File: src/rtl/esm_issue_queue.sv
// esm_issue_queue
//   Issue-queue front end for the ESM core. Accepts fetched instructions over a
//   valid/ready handshake, allocates each a buffer slot, writes it into the
//   core's dependency analyser, then issues independent instructions downstream
//   in round-robin order.
//
// Ports
//   clk, rst            clock, asynchronous active-high reset
//   flush               synchronous clear of all slots and the issue register
//   fetch_valid/instr   fetch request; fetch_ready = a FREE slot exists
//   Instr_in, buffer_index, alloc_we
//                       registered write into the core, qualified by alloc_we
//   valid_entries       bit i set when slot i is VALID (bit 0 is the MSB)
//   independent_instr   from the core, bit i set when slot i has no dependence
//   issue_valid/instr/index, issue_ready
//                       downstream issue register and handshake
module esm_issue_queue #(
    parameter int Instruction_word_size = 32,
    parameter int bs                    = 16
) (
    input  logic                             clk,
    input  logic                             rst,
    input  logic                             flush,
    input  logic                             fetch_valid,
    input  logic [Instruction_word_size-1:0] fetch_instr,
    output logic                             fetch_ready,
    output logic [Instruction_word_size-1:0] Instr_in,
    output logic [$clog2(bs)-1:0]            buffer_index,
    output logic                             alloc_we,
    output logic [0:bs-1]                    valid_entries,
    input  logic [0:bs-1]                    independent_instr,
    output logic                             issue_valid,
    output logic [Instruction_word_size-1:0] issue_instr,
    output logic [$clog2(bs)-1:0]            issue_index,
    input  logic                             issue_ready
);

    localparam int W  = Instruction_word_size;
    localparam int IW = $clog2(bs);

    typedef enum logic [1:0] {
        FREE    = 2'd0,
        PENDING = 2'd1,
        VALID   = 2'd2,
        ISSUING = 2'd3
    } slot_e;

    slot_e          slot_q   [bs];
    slot_e          slot_d   [bs];
    logic [W-1:0]   sinstr_q [bs];
    logic [W-1:0]   sinstr_d [bs];

    logic           alloc_we_q, alloc_we_d;
    logic [W-1:0]   instr_in_q, instr_in_d;
    logic [IW-1:0]  buf_idx_q, buf_idx_d;
    logic           issue_valid_q, issue_valid_d;
    logic [W-1:0]   issue_instr_q, issue_instr_d;
    logic [IW-1:0]  issue_index_q, issue_index_d;
    logic [IW-1:0]  rr_ptr_q, rr_ptr_d;

    logic           free_any;
    logic [IW-1:0]  alloc_idx;
    logic [0:bs-1]  cand;
    logic           sel_found;
    logic [IW-1:0]  sel_idx;
    logic [IW-1:0]  probe;
    logic           accept, load, handshake;

    // Lowest-index FREE slot, and per-slot VALID visibility to the core.
    always_comb begin
        free_any      = 1'b0;
        alloc_idx     = '0;
        valid_entries = '0;
        for (int unsigned i = 0; i < bs; i++) begin
            valid_entries[i] = (slot_q[i] == VALID);
            if (slot_q[i] == FREE && !free_any) begin
                free_any  = 1'b1;
                alloc_idx = IW'(i);
            end
        end
    end

    // Round-robin search starting at rr_ptr; the IW-bit add wraps at bs
    // because bs is a power of two.
    always_comb begin
        cand      = valid_entries & independent_instr;
        sel_found = 1'b0;
        sel_idx   = '0;
        probe     = '0;
        for (int unsigned k = 0; k < bs; k++) begin
            probe = rr_ptr_q + IW'(k);
            if (!sel_found && cand[probe]) begin
                sel_found = 1'b1;
                sel_idx   = probe;
            end
        end
    end

    assign fetch_ready = free_any;
    assign accept      = fetch_valid & free_any & ~flush;
    assign handshake   = issue_valid_q & issue_ready;
    assign load        = (~issue_valid_q | issue_ready) & sel_found;

    always_comb begin
        slot_d   = slot_q;
        sinstr_d = sinstr_q;
        for (int unsigned i = 0; i < bs; i++) begin
            case (slot_q[i])
                FREE: begin
                    if (accept && alloc_idx == IW'(i)) begin
                        slot_d[i]   = PENDING;
                        sinstr_d[i] = fetch_instr;
                    end
                end
                PENDING: slot_d[i] = VALID;
                VALID:   if (load && sel_idx == IW'(i)) slot_d[i] = ISSUING;
                ISSUING: if (handshake && issue_index_q == IW'(i)) slot_d[i] = FREE;
                default: slot_d[i] = FREE;
            endcase
            if (flush) slot_d[i] = FREE;
        end
    end

    always_comb begin
        alloc_we_d    = accept;
        instr_in_d    = instr_in_q;
        buf_idx_d     = buf_idx_q;
        issue_valid_d = issue_valid_q;
        issue_instr_d = issue_instr_q;
        issue_index_d = issue_index_q;
        rr_ptr_d      = rr_ptr_q;
        if (accept) begin
            instr_in_d = fetch_instr;
            buf_idx_d  = alloc_idx;
        end
        if (flush) begin
            issue_valid_d = 1'b0;
            rr_ptr_d      = '0;
        end else if (load) begin
            issue_valid_d = 1'b1;
            issue_instr_d = sinstr_q[sel_idx];
            issue_index_d = sel_idx;
            rr_ptr_d      = sel_idx + 1'b1;
        end else if (handshake) begin
            issue_valid_d = 1'b0;
        end
    end

    always_ff @(posedge clk or posedge rst) begin
        if (rst) begin
            for (int unsigned i = 0; i < bs; i++) begin
                slot_q[i]   <= FREE;
                sinstr_q[i] <= '0;
            end
            alloc_we_q    <= 1'b0;
            instr_in_q    <= '0;
            buf_idx_q     <= '0;
            issue_valid_q <= 1'b0;
            issue_instr_q <= '0;
            issue_index_q <= '0;
            rr_ptr_q      <= '0;
        end else begin
            slot_q        <= slot_d;
            sinstr_q      <= sinstr_d;
            alloc_we_q    <= alloc_we_d;
            instr_in_q    <= instr_in_d;
            buf_idx_q     <= buf_idx_d;
            issue_valid_q <= issue_valid_d;
            issue_instr_q <= issue_instr_d;
            issue_index_q <= issue_index_d;
            rr_ptr_q      <= rr_ptr_d;
        end
    end

    assign alloc_we     = alloc_we_q;
    assign Instr_in     = instr_in_q;
    assign buffer_index = buf_idx_q;
    assign issue_valid  = issue_valid_q;
    assign issue_instr  = issue_instr_q;
    assign issue_index  = issue_index_q;

endmodule

File: config.mk
export PLATFORM = sky130hd
export DESIGN_NAME = esm_issue_queue
export DESIGN_NICKNAME = d
export VERILOG_FILES = /design/src/rtl/esm_issue_queue.sv
export SDC_FILE = /design/constraint.sdc
export NUM_CORES = 1
export LEC_CHECK = 0
export ABC_CLOCK_PERIOD_IN_PS = 46100
export CORE_MARGIN = 2
export CORE_UTILIZATION = 35
export CTS_CLUSTER_SIZE = 20
export DETAILED_ROUTE_END_ITERATION = 8
export HOLD_SLACK_MARGIN = 0.05
export SLEW_MARGIN = 30
export SYNTH_ARGS = -nofsm -noshare
export SYNTH_HDL_FRONTEND = slang
export SYNTH_SLANG_ARGS = --single-unit
File: constraint.sdc
create_clock -name clk -period 46.1 [get_ports clk]
set_input_delay 13.83 -clock clk [delete_from_list [all_inputs] [get_ports clk]]
set_output_delay 13.83 -clock clk [all_outputs]
set_load 0.005 [all_outputs]
==> results.sh <==
export IMPL_seq_area_frac_synth=0.478
export IMPL_timing_critical_path_buf_inv=3
export IMPL_endpoint_kind="register"
export IMPL_filler_cell_count=8935
export IMPL_r2r_start="rr_ptr_q[1]"
export IMPL_async_flop_share=1.00
export IMPL_ys_seq_elements=622
export IMPL_final_hold_viol_count=0
export IMPL_drc=0
export IMPL_critPathKind="in2reg"
export IMPL_dieArea_sq_um=95400
export IMPL_cts_sinks=622
export IMPL_rows=111
export IMPL_antenna_cells=0
export IMPL_synth_top_area_frac=0.478
export IMPL_grt_max_degree=127
export IMPL_synth_cell_type_count=101
export IMPL_synth_xor_xnor_area_share=0.00554
export IMPL_yosysMostFrequentCell="dfrtp_1"
export IMPL_cts_hold_buf=0
export IMPL_clkLatencyLatePin_ns=0.63
export IMPL_fp_dieW_microns=309
export IMPL_wl_per_cell_microns=24.4
export IMPL_yosys_warnings=0
export IMPL_design_area_sq_um=37500
export IMPL_cp_slowest_stage_delay_ns=0.75
export IMPL_drt_first_pass_iters=6
export IMPL_vias_per_cell=5.71
export IMPL_antenna_found_initial=2
export IMPL_slew_headroom=0.329
export IMPL_grt_busiest_layer="met2"
export IMPL_tns_ns=0
export IMPL_grt_usage=0.215
export IMPL_synthCells=2832
export IMPL_die_height_microns=309
export IMPL_grt_util_met2=0.340
export IMPL_grt_pass1_wl_microns=155000
export IMPL_area_growth_pct=15.4
export IMPL_synthFlopType="dfrtp_1"
export IMPL_grt_setup_unrepaired="false"
export IMPL_cts_resized=0
export IMPL_use_met1=0.308
export IMPL_synthSimpleGateAreaFrac=0.104
export IMPL_period_needed_ns=19.49
export IMPL_crit_family="compound AO/OA/AOI/OAI gates"
export IMPL_io_pins=144
export IMPL_cts_clk_slew_worst_paths_ns=0.06
export IMPL_status="finished, final reports clean"
export IMPL_drive_above_1_share=0.266
export IMPL_cts_buffers_inserted=75
export IMPL_cts_buffer_depth=3
export IMPL_start_util=0.354
export IMPL_max_slew_worst_pin_slew_ns=1.00
export IMPL_synthMuxAreaShare=0.254
export IMPL_synth_fp_nets=2940
export IMPL_r2r_cells=17
export IMPL_dp_hpwl_microns=63100
export IMPL_synth_edf_count=0
export IMPL_min_path_type="reg2reg"
export IMPL_routabilityCongestion=0.946
export IMPL_drtAntennaViolNets=0
export IMPL_required_ns=46.60
export IMPL_cp_slowest_cell="buf_4"
export IMPL_r2r_setup_slack_ns=38.20
export IMPL_drt_initial_drc_count=2248
export IMPL_grt_overflow_total=0
export IMPL_path_max_fanout=49
export IMPL_fmax_ghz=0.0513
export IMPL_fin_crit_sh=0.423
export IMPL_place_area_sq_um=35100
export IMPL_post_cts_buffers=0
export IMPL_grt_pass1_vias=23817
export IMPL_yosys_area_top_type="dfrtp_1"
export IMPL_synthTopCellsByArea="dfrtp_1 48%, mux2_2 18%, mux2i_1 5.2%"
export IMPL_core_area_sq_um=91900
export IMPL_nets=3020
export IMPL_syn_area_sq_um=32500
export IMPL_cap_violations=0
export IMPL_cts_root_buf="clkbuf_16"
export IMPL_port_buffers=143
export IMPL_slew_violations=0
export IMPL_cts_tree="built"
export IMPL_cp_start_kind="input pin"
export IMPL_use_met3=0.0267
export IMPL_syn_area_per_cell_sq_um=11.5
export IMPL_yosys_area_share_adder=0.0212
export IMPL_min_from="Instr_in[9]"
export IMPL_cp_data_arrival_time_ns=19.98
export IMPL_wirelength_microns=103000
export IMPL_reg2reg_to="issue_instr[24]"
export IMPL_cts_max_level=3
export IMPL_synthTopCellsByCount="622 x dfrtp_1, 526 x mux2_2, 279 x nand2_1, 170 x mux2i_1, 115 x clkbuf_1"
export IMPL_min_delay_path_depth=2
export IMPL_hold_path_endpoint="Instr_in[9]"
export IMPL_finClkSkew_ns=0.0230
export IMPL_synth_top_family_by_area="multiplexers"
export IMPL_critical_path_cell_chain="clkdlybuf4s50_1 > nand2_1 > mux4_2 > nor2_1 > o221ai_2 > nand3_1 > nor3_4 > a2111oi_4 > a21o_4 > buf_4 > buf_4 > mux4_2 > nand3_1 > o2111ai_1 > o32a_1"
export IMPL_vias=23998
export IMPL_finalSetupViolations=0
export IMPL_synth_compound_area_frac=0.0998
registers in the layout, indices dropped and copies added (netlist names):
signal,flops
buffer_index,4
sinstr_q,512
Instr_in,32
rr_ptr_q,4
issue_valid,1
issue_instr,32
alloc_we,1
issue_index,4
slot_q,32
cells in the final DEF, fill, tap and decap left out, drive strengths merged, types with 11 or more instances in the layout:
master and instances:
nand3 94, nand2b 13, inv 65, nand4 48
a2111oi 34, nor3 32, o21ai 85, mux2i 171
and2 24, dfrtp 622, mux4 27, nand2 279
o22ai 40, and3 17, a211oi 29, a22o 11
clkbuf 106, mux2 527, o21a 18, ha 55
o32a 11, buf 56, a22oi 23, nor2 110
clkdlybuf4s50 143, xnor2 14, a21oi 88, nor4 12
a31oi 31
metal layers:
metal,vias to the layer above,share of wire
li1,10524,-
met1,12485,0.46
met2,833,0.46
met3,156,0.059
met4,0,0.025
met5,-,0
how the worst max path moves through the flow:
stage | from | to | slack, ns | cells after the start
after CTS | independent_instr[11] | issue_instr[24] | 26.69 | 15
after global routing | independent_instr[15] | issue_instr[24] | 26.25 | 15
after floorplan | rst | Instr_in[0] | 14.85 | 1
final | independent_instr[15] | issue_instr[24] | 26.61 | 15
after detailed placement | independent_instr[11] | issue_instr[24] | 26.06 | 15
after global placement | independent_instr[11] | issue_instr[11] | 26.13 | 15
cells by family (layout without fill, tap and decap cells):
group / Yosys count / count (layout)
mux: 725 / 725
simple gates: 694 / 694
flops: 622 / 622
compound gates: 461 / 461
buf+inv: 257 / 386
fa+ha+maj: 55 / 55
xor+xnor: 18 / 18
cell type report:
class,instances,area [sq um],share of cell area
tap,1243,1560,0.0414
clock buffer,106,2140,0.0571
clock inverter,20,230,0.00613
inverter,61,241,0.00643
timing repair buffer,199,1880,0.0502
sequential,622,15600,0.415
multi-input combinational,1953,15900,0.424
through the flow:
| stage | utilization | hold slack (ns) | std cells | setup slack [ns] |
|---|---|---|---|---|
| after floorplan | - | 0.463 | 2832 | 14.85 |
| after global placement | 0.382 | 0.459 | 4077 | 26.13 |
| after detailed placement | 0.382 | 0.463 | 4077 | 26.06 |
| after CTS | 0.408 | 0.478 | 4203 | 26.69 |
| after global routing | 0.408 | 0.503 | 4204 | 26.25 |
| final | 0.408 | 0.473 | 4204 | 26.61 |
worst reg2reg max path, delay by kind of cell, from the launching register on:
family | cells | cell delay [ns]
buf+inv | 5 | 2.71
compound gates | 5 | 2.01
mux | 2 | 1.02
fa+ha+maj | 1 | 0.86
simple gates | 4 | 0.84
flops | 1 | 0.33
Power is left out: the tool's default activity adds up to more than one toggle a clock period on the data nets, which glitch-free logic cannot reach.
